<file path="config.mk">
export PLATFORM = sky130hd
export DESIGN_NAME = wb_initiator
export DESIGN_NICKNAME = d
export VERILOG_FILES = /design/src/rtl/wb_initiator.sv
export SDC_FILE = /design/constraint.sdc
export NUM_CORES = 1
export LEC_CHECK = 0
export ABC_AREA = 0
export CORE_ASPECT_RATIO = 0.7
export CORE_MARGIN = 2
export CORE_UTILIZATION = 42
export DETAILED_ROUTE_END_ITERATION = 10
export GPL_TIMING_DRIVEN = 0
export PLACE_DENSITY_LB_ADDON = 0.12
export RECOVER_POWER = 100
export SLEW_MARGIN = 40
export SYNTH_ARGS = -nofsm -noshare
export SYNTH_HDL_FRONTEND = slang
export SYNTH_SLANG_ARGS = --single-unit
</file>
<file path="constraint.sdc">
create_clock -name clk -period 2.96 [get_ports clk]
set_input_delay 0.444 -clock clk [delete_from_list [all_inputs] [get_ports clk]]
set_output_delay 0.444 -clock clk [all_outputs]
set_load 0.05 [all_outputs]
</file>
<file path="src/rtl/wb_initiator.sv">
// Single-outstanding Wishbone classic-cycle master: one bus transaction per
// command, with read data or an error status returned on a response channel.
module wb_initiator #(
   parameter int TIMEOUT_CYCLES = 16
) (
   input  logic        clk,
   input  logic        rst,
   input  logic        cmd_valid,
   output logic        cmd_ready,
   input  logic        cmd_we,
   input  logic        cmd_byte,
   input  logic [23:0] cmd_adr,
   input  logic [15:0] cmd_dat,
   output logic        rsp_valid,
   input  logic        rsp_ready,
   output logic [15:0] rsp_dat,
   output logic        rsp_err,
   output logic [23:0] wb_adr_o,
   output logic [15:0] wb_dat_o,
   input  logic [15:0] wb_dat_i,
   output logic [1:0]  wb_sel_o,
   output logic        wb_we_o,
   output logic        wb_cyc_o,
   output logic        wb_stb_o,
   input  logic        wb_ack_i,
   input  logic        wb_err_i
);

   localparam int CNT_W = $clog2(TIMEOUT_CYCLES + 1);

   typedef enum logic [1:0] {IDLE, BUS, RESP} state_t;

   state_t            state_q, state_d;
   logic [CNT_W-1:0]  cnt_q, cnt_d;
   logic              cyc_q, cyc_d;
   logic              we_q, we_d;
   logic              byte_q, byte_d;
   logic [1:0]        sel_q, sel_d;
   logic [23:0]       adr_q, adr_d;
   logic [15:0]       dat_q, dat_d;
   logic [15:0]       rspDat_q, rspDat_d;
   logic              rspErr_q, rspErr_d;
   logic [7:0]        laneByte;

   assign laneByte = adr_q[0] ? wb_dat_i[15:8] : wb_dat_i[7:0];

   always_ff @(posedge clk or posedge rst) begin
      if (rst) begin
         state_q  <= IDLE;
         cnt_q    <= '0;
         cyc_q    <= 1'b0;
         we_q     <= 1'b0;
         byte_q   <= 1'b0;
         sel_q    <= 2'b00;
         adr_q    <= '0;
         dat_q    <= '0;
         rspDat_q <= '0;
         rspErr_q <= 1'b0;
      end else begin
         state_q  <= state_d;
         cnt_q    <= cnt_d;
         cyc_q    <= cyc_d;
         we_q     <= we_d;
         byte_q   <= byte_d;
         sel_q    <= sel_d;
         adr_q    <= adr_d;
         dat_q    <= dat_d;
         rspDat_q <= rspDat_d;
         rspErr_q <= rspErr_d;
      end
   end

   always_comb begin
      state_d  = state_q;
      cnt_d    = cnt_q;
      cyc_d    = cyc_q;
      we_d     = we_q;
      byte_d   = byte_q;
      sel_d    = sel_q;
      adr_d    = adr_q;
      dat_d    = dat_q;
      rspDat_d = rspDat_q;
      rspErr_d = rspErr_q;

      case (state_q)
         IDLE: begin
            if (cmd_valid) begin
               rspDat_d = '0;
               // A misaligned word access never reaches the bus.
               if (!cmd_byte && cmd_adr[0]) begin
                  rspErr_d = 1'b1;
                  state_d  = RESP;
               end else begin
                  rspErr_d = 1'b0;
                  cyc_d    = 1'b1;
                  adr_d    = cmd_adr;
                  we_d     = cmd_we;
                  byte_d   = cmd_byte;
                  cnt_d    = '0;
                  sel_d    = cmd_byte ? (cmd_adr[0] ? 2'b10 : 2'b01) : 2'b11;
                  dat_d    = cmd_byte ? {cmd_dat[7:0], cmd_dat[7:0]} : cmd_dat;
                  state_d  = BUS;
               end
            end
         end
         BUS: begin
            if (wb_err_i || wb_ack_i || (cnt_q == CNT_W'(TIMEOUT_CYCLES - 1))) begin
               cyc_d   = 1'b0;
               we_d    = 1'b0;
               sel_d   = 2'b00;
               state_d = RESP;
               if (!wb_err_i && wb_ack_i) begin
                  rspErr_d = 1'b0;
                  if (we_q)
                     rspDat_d = '0;
                  else if (byte_q)
                     rspDat_d = {8'h00, laneByte};
                  else
                     rspDat_d = wb_dat_i;
               end else begin
                  rspErr_d = 1'b1;
                  rspDat_d = '0;
               end
            end else begin
               cnt_d = cnt_q + CNT_W'(1);
            end
         end
         RESP: begin
            if (rsp_ready)
               state_d = IDLE;
         end
         default: state_d = IDLE;
      endcase
   end

   assign cmd_ready = (state_q == IDLE);
   assign rsp_valid = (state_q == RESP);
   assign rsp_dat   = rspDat_q;
   assign rsp_err   = rspErr_q;
   assign wb_adr_o  = adr_q;
   assign wb_dat_o  = dat_q;
   assign wb_sel_o  = sel_q;
   assign wb_we_o   = we_q;
   assign wb_cyc_o  = cyc_q;
   assign wb_stb_o  = cyc_q;

endmodule

</file>
* Yosys cells after proc, flatten, opt, wreduce, memory -nomap -nowiden
Index checks and enable logic that the tools add are counted.
** Storage, ports and cells
- Memories kept :: 0
- Memory bits (read-only) :: 0
- Bits in writable memories :: 0
- Logic and storage cells :: 68
- Latch bits :: 0
- Register bits after elaboration :: 69
- Output and inout port bits :: 64
- Input port bits :: 64
** Operators by class
- Div/mod/pow operators :: 0
- Equal/unequal tests :: 8
- Muxes and demuxes :: 35
- Bitwise gates (word level) :: 1
- $mul :: 0
- Add/sub/neg operators :: 1
- Reductions and logical operators :: 13
- $lt $le $gt $ge :: 0
- Shift operators :: 0
** Operator list (number)
- two-way mux 16 bit :: 6
- case mux 16 bit (2 select lines) :: 1
- two-way mux 2 bit :: 9
- two-way mux 5 bit :: 3
- case mux 5 bit (2 select lines) :: 1
- two-way mux 1 bit :: 9
- AND reduction 3 bit :: 3
- two-way mux 8 bit :: 1
- inequality test 2 bit, second input constant :: 4
- AND reduction 4 bit :: 2
- case mux 1 bit (2 select lines) :: 3
- case mux 2 bit (3 select lines) :: 1
- adder 5 x 1 -> 5 bit, second input constant :: 1
- equality test 5 x 4 -> 1 bit, second input constant :: 1
- case mux 2 bit (2 select lines) :: 1
- equality test 2 x 1 -> 1 bit, second input constant :: 1
- equality test 2 bit, second input constant :: 1
- logical AND 1 bit :: 2
- logical NOT 1 bit :: 2
- logical NOT 2 bit :: 1
- logical OR 1 bit :: 2
- inequality test 2 x 1 -> 1 bit, second input constant :: 1
- nonzero test 2 bit :: 1
- inverter 1 bit :: 1

* Depth between registers and ports, before layout
Gate-level depths: netlist (run 1).
- Depth in word-level cells :: 6
- Mapped depth :: 9
- Gate-level depth less buffers :: 7

* Worst setup path before layout (run 1)
Ideal clock, no wire load.
- Path kind :: reg2reg
- Start point :: register cnt_q[0]
- End point :: register rspDat_q[0], in the netlist rsp_dat[0]
- Data required time :: 2877 ps
- Buffers on the path :: 2
- Data arrival time :: 1775 ps
- Setup time :: 83 ps
- Setup slack :: 1102 ps
- Cell stages (with the launch flop) :: 10
- Period minus slack after synthesis :: 1858 ps
- Cells stage by stage :: dfrtp_1 ha_1 and3_1 ha_1 nor3_1 a211o_1 buf_4 buf_4 nand2_1 o21ai_0
** On the way
- Longest elaborated chain between the ends :: 4
** RTL lines
- start, declared :: RTL line 34 : logic [CNT_W-1:0] cnt_q, cnt_d;
- start signal, assigned :: RTL line 61 : cnt_q <= cnt_d;
- equality test 5 x 4 -> 1 bit :: RTL line 107 : if (wb_err_i || wb_ack_i || (cnt_q == CNT_W'(TIMEOUT_CYCLES - 1))) begin
- logical OR 1 bit :: RTL line 107
- inequality test 2 bit (no line)
- AND reduction 3 bit (no line)
- end signal, assigned :: RTL line 68 : rspDat_q <= rspDat_d;
- end, declared :: RTL line 41 : logic [15:0] rspDat_q, rspDat_d;
Every way passes these cells.
A chain may end at the register's enable or synchronous reset.

* Worst setup path in the final report (run 1)
- Start point :: input port cmd_adr[0]
- End point :: register adr_q[11], in the netlist wb_adr_o[11]
** On the way
- Longest elaborated chain between the ends :: 3
** RTL lines
- start, declared :: RTL line 12 : input logic [23:0] cmd_adr,
- logical AND 1 bit :: RTL line 90 : if (!cmd_byte && cmd_adr[0]) begin
- inverter 1 bit (no line)
- AND reduction 3 bit (no line)
- end signal, assigned :: RTL line 66 : adr_q <= adr_d;
- end, declared :: RTL line 39 : logic [23:0] adr_q, adr_d;
Every way passes these cells.

==> reports/qor.yml, run 1 <==
power:
  power_density_nw_per_um2: 1080
  internal_power_uw: 2550
  seq_power_share_pct: 30.6
  switching_share_pct: 47.6
  clockPowerShare_pct: 13.6
  pwr-share-comb_pct: 55.8
  p_sw_uw: 2320
  peakVddDrop_mv: 0.702
  power.leakage_uw: 0.00209
hold_path:
  hold_depth: 2
  hold_end: "wb_dat_o[15]"
  min_from: "wb_dat_o[15]"
  hold_class: "reg -> reg"
synthesis:
  synth_warnings: 0
  ys_types: 35
  synth_edf_count: 0
  synthTopCellsByCount: "69 x dfrtp_1, 29 x nand2_1, 27 x mux2_2, 26 x o21ai_0, 17 x mux2i_1"
  ys.flop_type: "dfrtp_1"
  synth_top_area_share_pct: 58.9
  synth-async-reset-ratio_pct: 100
  synth_area_leaders: "dfrtp_1 59%, mux2_2 10%, mux2i_1 5.8%"
  syn_avg_cell_area_um2: 12.7
  syn-num-nets: 297
  synth_area_um2: 2930
  synth_cells: 231
  synth-seq-cells: 69
  yosysMostFrequentCell: "dfrtp_1"
  yosysTopAreaCell: "dfrtp_1"
  yosysSeqAreaShare_pct: 58.9
place:
  dp_hpwl_mm: 5.07
  finalWeightedCongestion: 0.802
  io_buffers: 127
sta:
  timing.fmax_ghz: 0.406
  rsz0062_at_grt: "false"
  hold_ws_ns: 0.471
  min_period_ns: 2.46
  tightest_slew_ns: 0.947
  finalHoldViolCount: 0
  relSlewSlack_pct: 36.5
  tns_ns: 0
  skew_ns: 0.00641
  setup_viol: 0
  final-max-slew-violation-count: 0
  period_share_pct: 83.2
routing:
  drtPass1Iterations: 4
  dr.first_iter.drc_count: 87
  routed_wl_mm: 6.89
  drc_errors: 0
  wl_per_cell_um: 14.7
  drtAntennaViolNets: 0
  num_vias: 2269
  vias_per_cell: 4.85
worst_setup_path:
  cp_common_cell: "clkbuf_1"
  path_cells: "dlygate4sd3_1 -> nand2b_1 -> nand3_1 -> clkbuf_1 -> clkbuf_1 -> mux2_1"
  critPathKind: "in -> reg"
  cp_data_arrival_time_ns: 2.68
  critPathLaunchType: "input pin"
  ff2ff_path_depth: 9
  cp.required_ns: 3.18
  cp_max_fo: 10
  rr_startpoint: "cnt_q[0]"
  end_kind: "flip-flop"
  worst-r2r-setup-slack_ns: 0.79
  r2r_end: "rsp_dat[6]"
  cp_slowest_cell: "dlygate4sd3_1"
  cpPeakStageDelay_ns: 0.58
global_routing:
  grt_pass1_wl_mm: 11.2
  antenna_found_initial: 1
  overflow: 0
  grt_use_total_pct: 19.2
  grt_max_degree: 51
  grt_pass1_vias: 2319
die:
  ios: 128
  die_y_um: 73.9
  chipWidth_um: 104
  start_util_pct: 43.4
  num_rows: 25
  core_area_um2: 6760
  die-area_um2: 7670
clocking:
  cts_setup_buffers: 0
  cts_tree: "done"
  clk_path_buf_depth: 2
  clk_latency_ns: 0.34
  path_clk_slew_ns: 0.07
  root_buffer: "clkbuf_8"
  h-tree-depth: 3
  post_cts_resized: 0
  clkSinkCount: 69
  cts_hold_buf: 0
  cts_buffers: 9
cells_and_area:
  nNetsFinal: 436
  drive_gt1_share_pct: 14.2
  fill_cells: 572
  area_growth_pct: 53.1
  post-route-util_pct: 66.4
run_status:
  status: "completed"
job:
  cap_violations: 0
[stage by stage]
stage / instance area [um^2] / total power, uW / instances / worst slack, ns
3_3_place_gp: 4320 / 4370 / 452 / -0.472
4_1_cts: 4520 / 5100 / 467 / 0.610
6_report: 4490 / 4870 / 468 / 0.497
5_1_grt: 4490 / 5120 / 468 / 0.355
2_1_floorplan: 2930 / 3430 / 231 / 0.776
3_5_place_dp: 4350 / 4420 / 453 / 0.733
[state kept, by name, summed over array words and instances, names as in the netlist]
signal / flops
wb_we_o: 1
wb_adr_o: 24
wb_cyc_o: 1
wb_sel_o: 2
state_q: 2
byte_q: 1
cnt_q: 5
rsp_err: 1
rsp_dat: 16
wb_dat_o: 16
[final cells by class]
cell class	instances	area, um^2	area share [%]
antenna	1	2.50	0.0558
buffer	13	80.1	1.78
clock buffer	12	155	3.46
clock inverter	2	10.0	0.223
inverter	5	20.0	0.446
multi-input combinational	144	1080	24.0
sequential	69	1730	38.5
tap	94	118	2.62
timing repair buffer	128	1300	28.9
[per-layer routing]
| layer | track usage (%) | vias up | part of all wire [%] |
|---|---|---|---|
| met4 | 6.91 | 0 | 1.7 |
| met5 | 0 | - | 0 |
| met1 | 23.4 | 1075 | 41 |
| li1 | - | 1087 | - |
| met2 | 28.9 | 98 | 46 |
| met3 | 10.9 | 9 | 12 |
[cell families (layout without fill, tap and decap cells)]
| logic type | Yosys count | count (layout) | synth area share (%) |
|---|---|---|---|
| multiplexers | 48 | 48 | 18.2 |
| buffers and inverters | 18 | 160 | 3.80 |
| AO/OA/AOI/OAI | 43 | 43 | 9.05 |
| AND/OR/NAND/NOR | 50 | 50 | 8.84 |
| flip-flops | 69 | 69 | 58.9 |
| XOR/XNOR | 1 | 1 | 0.299 |
| other | 0 | 1 | 0 |
| adder cells (fa/ha/maj) | 2 | 2 | 0.854 |
[power groups by stage]
stage	combinational [uW]	clock [uW]	sequential [uW]
after detailed placement	2900	0	1520
after global routing	2850	728	1540
after global placement	2870	0	1500
final	2710	662	1490
after CTS	2910	685	1510
after floorplan	737	0	2690
[cells in the final DEF, fill, tap and decap left out, drive strengths merged]
cell,synthesis,layout
dfrtp,69,69
inv,5,4
dlygate4sd3,0,66
or3,1,1
a31oi,1,1
a2bb2oi,1,1
nand3,4,4
a22o,8,8
clkinvlp,0,1
and3,2,2
o21ai,27,27
and2,2,2
a32oi,2,2
a211o,1,1
mux2,31,31
nand2b,3,3
ha,2,2
and2b,1,1
mux2i,17,17
nor3,1,1
a21oi,1,1
nand2,29,29
xnor2,1,1
a22oi,1,1
diode,0,1
clkbuf,1,18
o22ai,1,1
clkinv,0,2
buf,12,8
nor2b,2,2
nor2,5,5
clkdlybuf4s50,0,61
[worst max path at each step]
| stage | start | endpoint | slack, ns | depth (start not counted) |
|---|---|---|---|---|
| final | cmd_adr[0] | wb_adr_o[11] | 0.50 | 6 |
| after global routing | cmd_adr[0] | wb_adr_o[11] | 0.35 | 6 |
| after CTS | state_q[0] | rsp_valid | 0.61 | 3 |
| after detailed placement | cmd_adr[0] | wb_dat_o[12] | 0.73 | 7 |
| after global placement | rst | wb_adr_o[6] | -0.47 | 2 |
| after floorplan | rst | byte_q | 0.78 | 1 |
[critical path: cells and delay by family]
family | cells | cell delay [ns]
buffers and inverters | 3 | 1.53
and+or+nand+nor | 2 | 0.32
muxes | 1 | 0.38
Power figures use the tool's default switching activity.
==> inputs of run 2 (changes only) <==
- CORE_UTILIZATION: 42 -> 38
- clock period: 2.96 -> 2.1 ns (I/O delays scaled with it)
==> run 2 against run 1 <==
Net effect:
- cell area about the same
- largest power group unchanged
- highest routed layer unchanged
- setup slack got worse by 0.33 ns
- sequential share of layout area about the same
- wire length increased by 1.8%
- critical path depth unchanged
==> reports/qor.yml, run 2 (synthesis results as in run 1) <==
run_status:
  status: "completed"
cells_and_area:
  largest_reg_flops: 24
  nNetsFinal: 436
  layout_common_cells: "69 x dfrtp_1, 67 x clkdlybuf4s50_1, 58 x dlygate4sd3_1"
  stdcell_count: 470
  post-route-util_pct: 60.8
  register_area_um2: 1730
  drive_gt1_share_pct: 15.1
  layout_commonest_cell: "dfrtp_1"
  area_growth_pct: 53.2
  antenna_cells: 0
  fill_cells: 652
  multi_input_area_um2: 1090
die:
  start_util_pct: 39.7
  core_area_um2: 7380
  chipWidth_um: 109
  die-area_um2: 8440
  ios: 128
  num_rows: 26
  die_y_um: 77.5
global_routing:
  grtUsageMet3_pct: 8.99
  grt_use_total_pct: 18.1
  antenna_found_initial: 0
  grt_pass1_wl_mm: 11.7
  overflow: 0
  met1_usage_pct: 22.5
  grt_busiest_layer: "met2"
  grt_use_met2_pct: 27.7
  grt_max_degree: 43
  grt_pass1_vias: 2396
clocking:
  root_buffer: "clkbuf_8"
  cts_buffers: 9
  h-tree-depth: 3
  cts_tree: "done"
  clk_latency_ns: 0.34
  cts_hold_buf: 0
  clkSinkCount: 69
  clk_path_buf_depth: 2
  path_clk_slew_ns: 0.07
place:
  io_buffers: 127
  finalWeightedCongestion: 0.747
  dp_hpwl_mm: 5.23
  dp_slack_ns: -0.0484
  placed_cells: 457
sta:
  skew_ns: 0.00741
  period_share_pct: 92.0
  setup_viol: 0
  final-max-slew-violation-count: 0
  tightest_slew_ns: 1.32
  finalHoldViolCount: 0
  timing.fmax_ghz: 0.517
  relSlewSlack_pct: 11.8
  min_period_ns: 1.93
  rsz0062_at_grt: "false"
  fin_ws_ns: 0.167
  hold_ws_ns: 0.472
  tns_ns: 0
worst_setup_path:
  cp_max_fo: 10
  critPathKind: "in -> reg"
  rr_startpoint: "cnt_q[0]"
  cp_data_arrival_time_ns: 2.15
  critPathLaunchType: "input pin"
  cp.required_ns: 2.31
  end_kind: "flip-flop"
  setup.worst_path.start: "cmd_adr[0]"
routing:
  routed_wl_mm: 7.02
  drtPass1Iterations: 4
  drtAntennaViolNets: 0
  num_vias: 2257
  dr.first_iter.drc_count: 60
  drc_errors: 0
  vias_per_cell: 4.80
  wl_per_cell_um: 14.9
power:
  power_density_nw_per_um2: 1520
  power.leakage_uw: 0.00208
  peakVddDrop_mv: 0.888
hold_path:
  hold_class: "reg -> reg"
  min_from: "wb_dat_o[13]"
job:
  cap_violations: 0
==> run 2: changes by cell type in the layout (fill, tap and decap cells not counted), moves of 2 or more <==
cell,previous run,this run
clkbuf_1,7,5
clkdlybuf4s50_1,61,67
dlygate4sd3_1,66,58
dlygate4sd2_1,0,2
and2_0,2,0
==> run 2: path summary, 6_finish.rpt <==
| check | to | slack [ns] | cells after the start |
|---|---|---|---|
| min | wb_dat_o[13] | 0.47 | 2 |
| max reg2reg | cnt_q[2] | 0.19 | 8 |
| max in group asynchronous | wb_sel_o[1] | 0.66 | 3 |
| max | wb_adr_o[11] | 0.17 | 6 |
| min in group asynchronous | wb_adr_o[19] | 0.71 | 2 |
| min reg2reg | wb_dat_o[13] | 0.47 | 2 |
==> run 2: metal layers <==
layer  vias up  routed length [um]
met5         -                   0
met4         0                  53
met3         5                 695
met2        77                3180
met1      1089                3090
li1       1086                   -
==> run 2: repair_timing <==
item | 4_1_cts | 5_1_grt
resized for setup | 3 | 2
pin swaps | 0 | 1
setup buffers | 0 | 1
endpoints found under the setup margin | 11 | 9
hold endpoints to repair | 0 | 0
==> run 2: area by class of cell <==
type	count	share of cell area (%)
Buffer	12	1.67
Clock buffer	11	3.15
Clock inverter	2	0.279
Inverter	5	0.446
Multi-Input combinational cell	144	24.2
Sequential cell	69	38.5
Tap cell	98	2.73
Timing Repair Buffer	129	29.0
==> run 2: critical path, stage by stage <==
cell and delay, ns:
dlygate4sd3_1 0.57, nand2b_1 0.15, nand3_1 0.19, buf_2 0.26, clkbuf_2 0.29, mux2_1 0.36
==> run 2: per-stage QoR <==
step | power, uW | instance area (um^2)
after CTS | 7160 | 4510
after detailed placement | 6250 | 4360
after global routing | 7200 | 4490
after floorplan | 4830 | 2930
final | 6840 | 4490
after global placement | 6180 | 4320
==> run 2: report_power, final <==
part	total [uW]	internal [uW]	switching (uW)
sequential	2100	1840	262
clock	901	439	462
combinational	3830	1290	2550
total	6840	3560	3270
==> edit 1, RTL diff (flow settings as in run 1) <==
Set the parameter `TIMEOUT_CYCLES` to 8 (it was 16).
--- a/src/rtl/wb_initiator.sv
+++ b/src/rtl/wb_initiator.sv
@@ -3,3 +3,3 @@
 module wb_initiator #(
-   parameter int TIMEOUT_CYCLES = 16
+   parameter int TIMEOUT_CYCLES = 8
 ) (
Check against the original RTL: same outputs for any inputs over 4 cycles, from zero or initial values and one cycle with rst high; that may be too few to reach the edited logic, so the function may still have changed.
==> edit 1 against run 1 <==
Register-to-register slack lost 0.06 ns. The flow now finishes with violations (capacitance limit). First-iteration DRC count shrank 64%. Design area grew 1.1%. Highest routed layer unchanged. Wire length grew 6.9%. Sequential cell count shrank 1. Hold slack gained 0.015 ns. Combinational power grew 7%. Setup slack lost 0.092 ns. Synthesized area grew 1.2%. Critical endpoint is now rsp_valid. Total power grew 8.5%.
==> edit 1: results (changes against run 1) <==
Cells and area
  • Final net count: 428 (was 436)
  • Layout cells sized above 1: 16.3% (was 14.2%)
  • Ant diodes: 0 (was 1)

Yosys
  • Ys Warns: 0 (unchanged)
  • Post-synth top cells: 68 x dfrtp_1, 32 x mux2_2, 17 x mux2i_1 (was 69 x dfrtp_1, 29 x nand2_1, 27 x mux2_2)
  • Sequential fraction of the synthesis area: 57.4% (was 58.9%)
  • Synth Net Count: 289 (was 297)
  • Synth cell types: 38 (was 35)
  • Synth top area cells: dfrtp_1 57%, mux2_2 12%, mux2i_1 5.7% (was dfrtp_1 59%, mux2_2 10%, mux2i_1 5.8%)

Run status
  • Status: complete, but fails checks (was complete, no violations)
  • Failing checks: capacitance limit

STA
  • Clk_skew: 0.00693 ns (was 0.00641 ns)
  • Worst-margin pin slew: 1.49 ns (was 0.947 ns)

Power and ir drop
  • Lkg Pwr: 2.02 nW (was 2.09 nW)
  • Peak VDD IR: 0.784 mV (was 0.702 mV)

Global route
  • First-pass GRT wire length: 11.9 mm (was 11.2 mm)
  • Initial antenna violation count: 0 (was 1)
  • Largest net degree at the start of global routing: 36 (was 51)
  • Total Routing Usage GR: 20.1% (was 19.2%)

Worst setup path
  • Delay of the slowest critical-path stage: 0.88 ns (was 0.58 ns)
  • Worst reg-to-reg setup slack: 0.73 ns (was 0.79 ns)
  • FF-to-FF path depth: 5 (was 9)
  • CP Data Arrival Time: 2.11 ns (was 2.68 ns)
  • Slowest CP cell: dlygate4sd3_1 (unchanged)

CTS
  • Reg clk slew, reported paths: ~0.080 ns

Placed design
  • Placed Instance Area: 4380 um^2 (was 4350 um^2)
  • DP HPWL: 5.38 mm (was 5.07 mm)
  • Placer Congestion: 0.766 (was 0.802)

Route
  • DR WL/cell: 15.9 um (was 14.7 um)
  • DRT iter0 DRCs: 31 (was 87)
  • DR vias: 2283 (was 2269)

Job
  • Max cap viols: 1 (was 0)

Floorplanning
  • Die Wd: 104 um (about the same)

Hold path
  • Cells on Worst Hold Path: 1 (was 2)
edit 1: cell types whose count changed in the layout (fill, tap and decap cells not counted), moves of 3 or more:
cell	delta
mux2_2	+5
nor2_1	+13
o2bb2ai_1	+8
a21oi_1	+13
nand2_1	-22
o21ai_0	-20
nand3_1	-3
edit 1: through the flow:
step / setup slack (ns) / TNS [ns] / hold slack (ns) / util, % / std cells
after floorplan: 0.804 / 0 / 0.502 / - / 224
after global placement: -0.428 / -29.02 / 0.465 / 64.2 / 445
after CTS: 0.432 / 0 / 0.458 / 68.0 / 462
final: 0.405 / 0 / 0.486 / 66.8 / 462
after detailed placement: 0.674 / 0 / 0.474 / 64.5 / 446
after global routing: 0.187 / 0 / 0.493 / 66.8 / 462
edit 1: layout make-up:
cell class,instances,area [um^2]
Fill cell,550,2250
Sequential cell,68,1700
Timing Repair Buffer,128,1280
Multi-Input combinational cell,140,1120
Clock buffer,11,151
Tap cell,94,118
Clock inverter,5,83.8
Buffer,12,68.8
Inverter,4,16.3
edit 1: final timing paths:
| path | startpoint | endpoint |
|---|---|---|
| min in group asynchronous | rst | rsp_dat[15] |
| hold reg to reg | rsp_dat[6] | rsp_dat[6] |
| max in group asynchronous | rst | wb_dat_o[14] |
| hold / removal | rsp_dat[6] | rsp_dat[6] |
| setup reg to reg | state_q[1] | wb_dat_o[4] |
| setup / recovery | state_q[0] | rsp_valid |
edit 1: routing by layer:
metal / vias up / track usage [%] / wire length [um]
li1: 1088 / - / -
met1: 1095 / 24.2 / 3050
met2: 94 / 31.7 / 3420
met3: 6 / 10.4 / 836
met4: 0 / 6.76 / 59
met5: - / 0 / 0
edit 1: cells by family after synthesis:
kind of cell               count (synthesis)  synth area share (%)
DFF                                       68                  57.4
AOI/OAI and AO/OA                         48                  11.4
buffers and inverters                     16                  3.80
adders and majority gates                  1                 0.422
and+or+nand+nor                           39                  7.97
muxes                                     52                  19.0
edit 1: report_power, final:
group	switching, mW	internal (mW)	total (mW)
Clock	0.358	0.522	0.880
Sequential	0.196	1.31	1.50
Combinational	1.93	0.971	2.90
Total	2.48	2.80	5.28
==> edit 2, RTL diff (settings of run 1) <==
Made on the original files. Put one more register stage on the output `rsp_err`, with the module's reset. The value now appears one clock later. The other outputs are not delayed to match.
--- a/src/rtl/wb_initiator.sv
+++ b/src/rtl/wb_initiator.sv
@@ -138,3 +138,9 @@
    assign rsp_dat   = rspDat_q;
-   assign rsp_err   = rspErr_q;
+   always_ff @(posedge clk or posedge rst) begin
+      if (rst) begin
+         rsp_err <= '0;
+      end else begin
+         rsp_err <= rspErr_q;
+      end
+   end
    assign wb_adr_o  = adr_q;
Function: changed (Yosys sat finds a counterexample within 4 cycles, from zero or initial values and one cycle with rst high).
==> edit 2 against run 1 <==
Total power increased by 4.2%. Synthesized area increased by 0.85%. Design area increased by 1.5%. Wire length increased by 1.7%. Sequential cell count increased by 1. Count of clock-buffer cells in the layout unchanged. Setup slack got worse by 0.013 ns. Clock power increased by 28%.
==> edit 2: results (changes against run 1) <==
Run status
  • Status: complete, no violations (unchanged)

Hold path
  • Worst min-delay path startpoint: rspErr_q (was wb_dat_o[15])
  • Hold Path End: rsp_err (was wb_dat_o[15])

Power and ir drop
  • Clock share of power: 16.7% (was 13.6%)
  • Peak VDD IR: 0.767 mV (was 0.702 mV)
  • Lkg Pwr: 2.12 nW (was 2.09 nW)
  • Cell-internal power: 2.72 mW (was 2.55 mW)

Yosys
  • Post-synth top cells: 70 x dfrtp_1, 29 x nand2_1, 27 x mux2_2 (was 69 x dfrtp_1, 29 x nand2_1, 27 x mux2_2)
  • Post-synthesis compound-gate area fraction: 8.98% (was 9.05%)
  • Synth top area cells: dfrtp_1 59%, mux2_2 10%, mux2i_1 5.8% (unchanged)
  • Post-synthesis adder-cell area fraction: 0.847% (was 0.854%)
  • Synth Net Count: 298 (was 297)
  • Multiplexer fraction of the synthesized cell area: 18.1% (was 18.2%)

Cells and area
  • Filler Cells Inserted: 582 (was 572)
  • Layout cells sized above 1: 14.1% (was 14.2%)
  • Reg area: 1750 um^2 (was 1730 um^2)

Route
  • Met1 wire length: 2.96 mm (was 2.79 mm)
  • Final WL: 7.01 mm (was 6.89 mm)
  • Met2 routed WL: 3.25 mm (was 3.15 mm)

Global route
  • Vias in the first global route: 2346 (was 2319)
  • Total Routing Usage GR: 19.3% (was 19.2%)
  • First-pass GRT wire length: 11.4 mm (was 11.2 mm)
  • Initial antenna violation count: 0 (was 1)

Placed design
  • DP HPWL: 5.15 mm (was 5.07 mm)
  • Placer Congestion: 0.737 (was 0.802)

Worst setup path
  • Crit Path Category: register to register (was input pin to register)
  • Slowest CP cell: nor3_1 (was dlygate4sd3_1)
  • Crit path launch type: register (was input pin)

STA
  • Clk_skew: 0.00681 ns (was 0.00641 ns)
[edit 2: cell types whose count changed in the layout (fill, tap and decap cells not counted), sizes merged]
cell    before  now
buf          8    7
bufinv       0    2
clkbuf      18   19
dfrtp       69   70
diode        1    0
[edit 2: stage by stage]
stage	hold WS, ns	setup WS (ns)	setup TNS, ns	utilization [%]	instances
after floorplan	0.354	0.748	0	-	232
after global placement	0.364	-0.511	-35.47	64.0	453
after detailed placement	0.371	0.733	0	64.5	454
after CTS	0.384	0.583	0	67.6	470
after global routing	0.395	0.309	0	67.1	470
final	0.393	0.484	0	67.1	470
[edit 2: worst register-to-register path: stages (launching register included)]
cell      delay, ns
dfrtp_1        0.41
ha_1           0.22
and3_1         0.20
ha_1           0.18
nor3_1         0.42
a211o_1        0.21
clkbuf_1       0.37
buf_4          0.26
nand2_1        0.07
o21ai_0        0.07
